## src/rtl/dff_reg_arbiter.sv

```systemverilog
// Round-robin arbiter and write sequencer for one shared register bank.
// One winner per arbitration writes its slice; lock allows bounded bursts.
module dff_reg_arbiter #(
  parameter int unsigned N_REQ    = 4,
  parameter int unsigned WIDTH    = 8,
  parameter int unsigned MAX_HOLD = 4
) (
  input  logic                                      CLK,
  input  logic                                      RST,
  input  logic [N_REQ-1:0]                          req,
  input  logic [N_REQ-1:0]                          lock,
  input  logic [N_REQ*WIDTH-1:0]                    wdata,
  output logic [N_REQ-1:0]                          grant,
  output logic [N_REQ-1:0]                          ack,
  output logic [WIDTH-1:0]                          q,
  output logic                                      q_vld,
  output logic [((N_REQ > 1) ? $clog2(N_REQ) : 1)-1:0] owner
);

  localparam int unsigned IDX_W  = (N_REQ > 1) ? $clog2(N_REQ) : 1;
  localparam int unsigned HOLD_W = $clog2(MAX_HOLD + 1);

  typedef enum logic {
    ST_IDLE  = 1'b0,
    ST_WRITE = 1'b1
  } state_t;

  state_t              state, state_nxt;
  logic [N_REQ-1:0]    grant_nxt;
  logic [N_REQ-1:0]    ack_nxt;
  logic [WIDTH-1:0]    q_nxt;
  logic                q_vld_nxt;
  logic [IDX_W-1:0]    owner_nxt;
  logic [IDX_W-1:0]    ptr, ptr_nxt;
  logic [IDX_W-1:0]    gidx, gidx_nxt;
  logic [HOLD_W-1:0]   hold_cnt, hold_nxt;
  logic                win_vld;
  logic [IDX_W-1:0]    win_idx;

  // Rotating priority scan starting just after the last granted index.
  always_comb begin
    win_vld = 1'b0;
    win_idx = '0;
    for (int unsigned i = 1; i <= N_REQ; i++) begin
      if (!win_vld && req[IDX_W'((32'(ptr) + i) % N_REQ)]) begin
        win_vld = 1'b1;
        win_idx = IDX_W'((32'(ptr) + i) % N_REQ);
      end
    end
  end

  // State and datapath registers; reset drops any in-flight write.
  always_ff @(posedge CLK or negedge RST) begin
    if (!RST) begin
      state    <= ST_IDLE;
      grant    <= '0;
      ack      <= '0;
      q        <= '0;
      q_vld    <= 1'b0;
      owner    <= '0;
      ptr      <= IDX_W'(N_REQ - 1);
      gidx     <= '0;
      hold_cnt <= '0;
    end else begin
      state    <= state_nxt;
      grant    <= grant_nxt;
      ack      <= ack_nxt;
      q        <= q_nxt;
      q_vld    <= q_vld_nxt;
      owner    <= owner_nxt;
      ptr      <= ptr_nxt;
      gidx     <= gidx_nxt;
      hold_cnt <= hold_nxt;
    end
  end

  // Next-state and next-output logic.
  always_comb begin
    state_nxt = state;
    grant_nxt = grant;
    ack_nxt   = '0;
    q_nxt     = q;
    q_vld_nxt = q_vld;
    owner_nxt = owner;
    ptr_nxt   = ptr;
    gidx_nxt  = gidx;
    hold_nxt  = hold_cnt;
    unique case (state)
      ST_IDLE: begin
        grant_nxt = '0;
        if (win_vld) begin
          grant_nxt = N_REQ'(1) << win_idx;
          gidx_nxt  = win_idx;
          hold_nxt  = HOLD_W'(1);
          state_nxt = ST_WRITE;
        end
      end
      ST_WRITE: begin
        if (!req[gidx]) begin
          grant_nxt = '0;
          ptr_nxt   = gidx;
          state_nxt = ST_IDLE;
        end else begin
          q_nxt     = wdata[32'(gidx) * WIDTH +: WIDTH];
          ack_nxt   = N_REQ'(1) << gidx;
          q_vld_nxt = 1'b1;
          owner_nxt = gidx;
          if (lock[gidx] && (hold_cnt < HOLD_W'(MAX_HOLD))) begin
            hold_nxt = hold_cnt + HOLD_W'(1);
          end else begin
            grant_nxt = '0;
            ptr_nxt   = gidx;
            state_nxt = ST_IDLE;
          end
        end
      end
      default: begin
        state_nxt = ST_IDLE;
        grant_nxt = '0;
      end
    endcase
  end

endmodule

```

## config.mk

```make
export PLATFORM = sky130hd
export DESIGN_NAME = dff_reg_arbiter
export DESIGN_NICKNAME = d
export VERILOG_FILES = /design/src/rtl/dff_reg_arbiter.sv
export SDC_FILE = /design/constraint.sdc
export NUM_CORES = 1
export LEC_CHECK = 0
export BUFFER_PORTS_ARGS = -buffer_cell sky130_fd_sc_hd__buf_2
export CAP_MARGIN = 5
export CORE_ASPECT_RATIO = 0.5
export CORE_MARGIN = 5
export CORE_UTILIZATION = 45
export CTS_BUF_LIST = sky130_fd_sc_hd__clkbuf_16
export CTS_CLUSTER_DIAMETER = 80
export CTS_CLUSTER_SIZE = 30
export DETAILED_ROUTE_END_ITERATION = 10
export MAX_ROUTING_LAYER = met4
export PLACE_DENSITY = 0.77
export SLEW_MARGIN = 20
export SYNTH_ARGS = -nofsm -noshare
export SYNTH_HDL_FRONTEND = slang
export SYNTH_SLANG_ARGS = --single-unit
```

## constraint.sdc

```tcl
create_clock -name CLK -period 2.8 [get_ports CLK]
set_input_delay 0.28 -clock CLK [delete_from_list [all_inputs] [get_ports CLK]]
set_output_delay 0.28 -clock CLK [all_outputs]
set_load 0.05 [all_outputs]
```

==> results of run 1 <==
cell usage in the layout (no fill, tap or decap), drive strengths merged, types with 2 or more instances in the layout:
cell type  instances
a22o               3
inv                2
nor3b              2
nand2b             5
clkbuf             3
mux4               9
mux2              12
nor3               2
o21ai              2
mux2i              4
or2                2
nand2              5
buf               61
dfstp              2
nor2               3
dfrtp             25
o2bb2ai            2
a21oi              3
critical path, stage by stage (launching register included):
cell and delay, ns:
dfrtp_1 0.77, mux4_2 0.38, nand2_4 0.14, nor2b_2 0.36, mux2i_1 0.23
worst max-delay path by stage:
stage / endpoint / slack, ns / cells past startpoint
2_1_floorplan: q[6] / 1.08 / 4
3_3_place_gp: hold_cnt[1] / 0.94 / 4
3_5_place_dp: hold_cnt[1] / 0.84 / 4
4_1_cts: hold_cnt[1] / 0.83 / 4
5_1_grt: hold_cnt[1] / 0.69 / 4
6_report: hold_cnt[1] / 0.85 / 4
power by group through the flow:
stage	clock (mW)	combinational [mW]	sequential, mW
CTS	0.335	1.17	0.721
global placement	0	1.14	0.718
finish	0.327	1.15	0.718
global route	0.352	1.23	0.749
floorplan	0	0.614	1.05
detailed placement	0	1.17	0.726
layer usage:
layer  GRT usage, %  part of all wire (%)  vias to the layer above
li1               -                     -                      493
met2           26.1                    54                       26
met4           4.77                  0.47                        0
met1           17.0                    40                      500
met3           4.05                   6.0                        2
met5              -                     0                        -
per-stage QoR:
stage / power (mW) / instance area, µm² / hold WS [ns] / instances
finish: 2.20 / 1770 / 0.0160 / 199
global route: 2.34 / 1770 / 0.0674 / 199
CTS: 2.23 / 1770 / 0.0332 / 199
detailed placement: 1.89 / 1690 / 0.317 / 195
global placement: 1.85 / 1690 / 0.310 / 195
floorplan: 1.66 / 1370 / -0.0156 / 100
kinds of logic after synthesis:
group | synth area share, %
AND/OR/NAND/NOR | 9.38
adder cells (fa/ha/maj) | 0.911
buffers and inverters | 3.92
multiplexers | 27.5
flip-flops | 49.4
AO/OA/AOI/OAI | 8.93
final cells by class:
type / count / area (µm²)
fillers: 254 / 1190
flip-flops and latches: 27 / 678
multi-input cells: 65 / 642
repair buffers: 61 / 308
clock buffers: 3 / 75.1
well taps: 40 / 50.0
clock inverters: 1 / 7.51
inverters: 2 / 7.51
sequential cells by signal (all words and copies together), names as in the netlist:
signal and flops:
hold_cnt 3, ptr 2, q_vld 1, owner 2, ack 4, grant 4, gidx 2, q 8
state 1
==> results.md, run 1 <==
- CTS Sinks: 27
- Synth unique cells: 33
- CP startpoint kind: register
- Synth top area cells: dfrtp_1 (46%), mux4_2 (15%), mux2_2 (6.6%), dfstp_2 (3.8%), mux2_1 (3.3%)
- CTS resizes: 0
- Top-count cell post-synth: dfrtp_1
- Detail Placement HPWL: 2350 µm
- Post-route ant nets: 0
- Net switching power figure: 0.991 mW
- Vias per cell: 5.13
- Synthesized area: 1370 µm²
- Max-slew violation count: 0
- Sequential share of power: 32.7%
- P_int: 1.21 mW
- Largest net degree at the start of global routing: 28
- Peak VDD IR: 0.504 mV
- Reg2reg end: hold_cnt[1]
- Net Sw Frac: 45.1%
- First-pass DRT Iterations: 4
- Worst Setup End Kind: register
- Avg Cell Area, Syn: 13.7 µm²
- Cell Rows: 14
- Yosys top cell by area: dfrtp_1
- Clock latency at the later pin of the worst-skew pair: 0.26 ns
- Post-route worst setup slack: 0.846 ns
- Utilization after layout: 59.7%
- Die ar.: 4330 µm²
- Critical Path Start: gidx[1]
- CTS max path bufs: 2
- N_diodes: 0
- Max Fclk: 512 MHz
- Period utilization: 69.8%
- Yosys warning total: 0
- Combinational Power Share: 52.5%
- Core area: 2960 µm²
- Wire length per cell: 15.0 µm
- Max_slew headroom: 55.4%
- Initial Utilization: 46.4%
- Fin. Hold Viols: 0
- Post-CTS Hold Buffers: 0
- Proportion of synthesized chip area in sequential cells: 49.4%
- Reg2Reg Depth: 4
- CP Max Fanout: 18
- Vias in the first global route: 1107
- CP Data Required Time: 2.99 ns
- Vias: 1021
- Synth top area share: 45.5%
- GRT Resource Usage Total: 15.1%
- Synth cell count leaders: dfrtp_1 (25), mux4_2 (9), mux2_2 (8)
- Ports: 61
- Pre-CTS WS: 0.840 ns
- Width of the die: 88.1 µm
- Pleak: 0.854 nW
- Final setup vio count: 0
- Initial antenna violation count: 0
- GRT overflow: 0
- Worst Tran Pin Value: 0.668 ns
- RSZ-0062 raised after global routing: false
- Clock Skew: 0.00188 ns
- R2R setup slack: 0.85 ns
- Clock root buffer: clkbuf_16
- Pwr/cell area: 1240 nW/µm²
- Yosys reg bits: 27
- Setup TNS: 0 ns
- Clock transition at path regs: 0.06 ns
- Reg2reg start: gidx[1]
- Share of synthesized registers carrying an async set or reset: 100%
- Setup Fix Bufs, Post-CTS: 0
- Nets: 203
- Critical path class: reg2reg
- RePlAce Congestion: 0.766
- 1st-iter DRT viols: 42
- Tmin final: 1.95 ns
- Die Y: 49.1 µm
- WL final: 2980 µm
- Mapped Cells: 100
- CTS Buf Count: 3
- Residual DRC: 0
- Worst EP arrival: 2.14 ns
- Share of layout cells above drive strength 1: 54.7%
- Syn Nets: 143
- TritonCTS clock tree: done
- Max Cap Violations: 0
- Post-synth EDFFs: 0
- Area delta synth->final: 28.7%
- Clock share of power: 14.8%
- Port bufs: 60
- Synth Flop Type: dfrtp_1
- Class of the worst hold path: in2async
- Outcome: completed
- Htree depth: 1
- Global-route wire length before repair: 4900 µm
Note: power is estimated with default switching activity, not from simulation.
==> inputs of run 2 (changes only) <==
==> constraint.sdc (replaced) <==
create_clock -name CLK -period 1.8 [get_ports CLK]
set_input_delay 0.18 -clock CLK [delete_from_list [all_inputs] [get_ports CLK]]
set_output_delay 0.18 -clock CLK [all_outputs]
set_load 0.05 [all_outputs]
==> run 2 against run 1 <==
Worst hold slack better by 0.22 ns. Utilization increased by 1.1 points. Die area is the same. Critical path depth unchanged. Clock skew increased by 0.0014 ns. Setup slack worse by 0.72 ns. Flip-flop and latch count did not move. First-iteration DRC count unchanged. Global-route usage increased by 0.084 points. Critical endpoint is now grant[1]. Highest routed layer unchanged.
==> results.md, run 2 (synthesis gave the netlist of run 1 again) <==
- Die Y: 49.1 µm
- Reg2reg start: gidx[0]
- Tmin final: 1.67 ns
- Worst Setup End Kind: register
- N_diodes: 0
- Worst EP arrival: 1.82 ns
- CTS Sinks: 27
- Htree depth: 1
- Die ar.: 4330 µm²
- RePlAce Congestion: 0.828
- Outcome: completed
- Largest register FFs: 8
- RSZ-0062 raised after global routing: false
- First-pass DRT Iterations: 4
- Vias per cell: 5.20
- Final setup vio count: 0
- Critical path's largest stage delay: 0.56 ns
- Port bufs: 60
- CTS resizes: 0
- CP Max Fanout: 15
- Cell Area, Placed: 1710 µm²
- Fin. Hold Viols: 0
- Max Cap Violations: 0
- TritonCTS clock tree: done
- Utilization after layout: 60.8%
- Fin area: 1800 µm²
- CP Data Required Time: 1.95 ns
- Max_slew headroom: 60.9%
- Commonest non-fill, non-tap cell in the layout: buf_2
- Clock transition at path regs: 0.07 ns
- Setup TNS: 0 ns
- Residual DRC: 0
- Initial Utilization: 46.4%
- Clock root buffer: clkbuf_16
- Setup Fix Bufs, Post-CTS: 0
- Max Fclk: 599 MHz
- Reg2reg end: grant[1]
- Share of layout cells above drive strength 1: 55.2%
- Period utilization: 92.7%
- Clock Skew: 0.00331 ns
- CP max-delay cell: mux4_2
- Clock latency at the later pin of the worst-skew pair: 0.26 ns
- Wire length per cell: 14.9 µm
- Largest Register: q
- Cell Rows: 14
- Pleak: 0.873 nW
- CP cell instances: mux4_2, nand2_4, nor2b_2, a22o_1
- Class of the worst hold path: in2reg
- Vias in the first global route: 1106
- Width of the die: 88.1 µm
- Worst Tran Pin Value: 0.587 ns
- Vias: 1055
- Hold depth: 2
- Global-route wire length before repair: 4950 µm
- CP startpoint kind: register
- Biggest regs: q: 8 flops, ack: 4 flops, grant: 4 flops
- 1st-iter DRT viols: 42
- Initial antenna violation count: 0
- Area delta synth->final: 31.1%
- R2R setup slack: 0.13 ns
- Reg2Reg Depth: 4
- Post-CTS Hold Buffers: 1
- GRT overflow: 0
- GRT Resource Usage Total: 15.2%
- Largest net degree at the start of global routing: 28
- Critical path class: reg2reg
- Max-slew violation count: 0
- Most frequent cells in the layout: buf_2 (60), dfrtp_1 (25), mux4_2 (9), mux2_2 (8), nand2b_1 (5)
- Core area: 2960 µm²
- Peak VDD IR: 1.11 mV
- CTS Buf Count: 3
- CTS max path bufs: 2
- Ports: 61
- Worst Min Path Start: req[3]
- Detail Placement HPWL: 2410 µm
- Post-route ant nets: 0
- Nets: 207
- Pwr/cell area: 1930 nW/µm²
- WL final: 3030 µm
- Worst Hold End: ack[3]
run 2: changes by cell type in the layout (fill, tap and decap cells not counted):
cell,delta
dlygate4sd3_1,+1
buf_4,+3
run 2: report_power, final:
group          internal [mW]  switching, mW
logic                  0.738           1.18
registers              0.881          0.171
clock network          0.302          0.208
run 2: layout make-up:
cell class | count | area (µm²)
Fill cell | 242 | 1160
Inverter | 2 | 7.51
Clock buffer | 3 | 75.1
Multi-Input combinational cell | 65 | 642
Clock inverter | 1 | 7.51
Timing Repair Buffer | 65 | 340
Sequential cell | 27 | 678
Tap cell | 40 | 50.0
run 2: layer usage:
metal  GRT usage [%]  part of all wire (%)  vias up  wire [µm]
li1                -                     -      501          -
met1            17.0                    39      533       1190
met3            3.88                   4.7        2        141
met5               -                     0        -          0
met2            27.4                    55       19       1680
met4            3.02                  0.63        0         19
run 2: through the flow:
stage                     hold slack (ns)  total power, mW  setup slack [ns]  std cells
final                               0.232             3.48             0.131        203
after CTS                           0.227             3.51             0.119        203
after floorplan                    -0.116             2.59            0.0822        100
after global routing                0.227             3.68            0.0529        203
after detailed placement            0.220             3.00             0.129        198
after global placement              0.212             2.95             0.172        198
run 2: worst max path at each step:
stage / from / end / depth (start not counted)
CTS: gidx[0] / grant[1] / 4
floorplan: gidx[0] / q[6] / 4
detailed placement: gidx[0] / grant[1] / 4
global route: gidx[0] / grant[1] / 4
global placement: gidx[0] / grant[1] / 4
finish: gidx[0] / grant[1] / 4
run 2: worst max-delay path, delay by kind of cell, from the launching register on:
kind             cells  cell delay (ns)
AO/OA/AOI/OAI        1             0.25
flip-flops           1             0.41
multiplexers         1             0.56
AND/OR/NAND/NOR      2             0.33
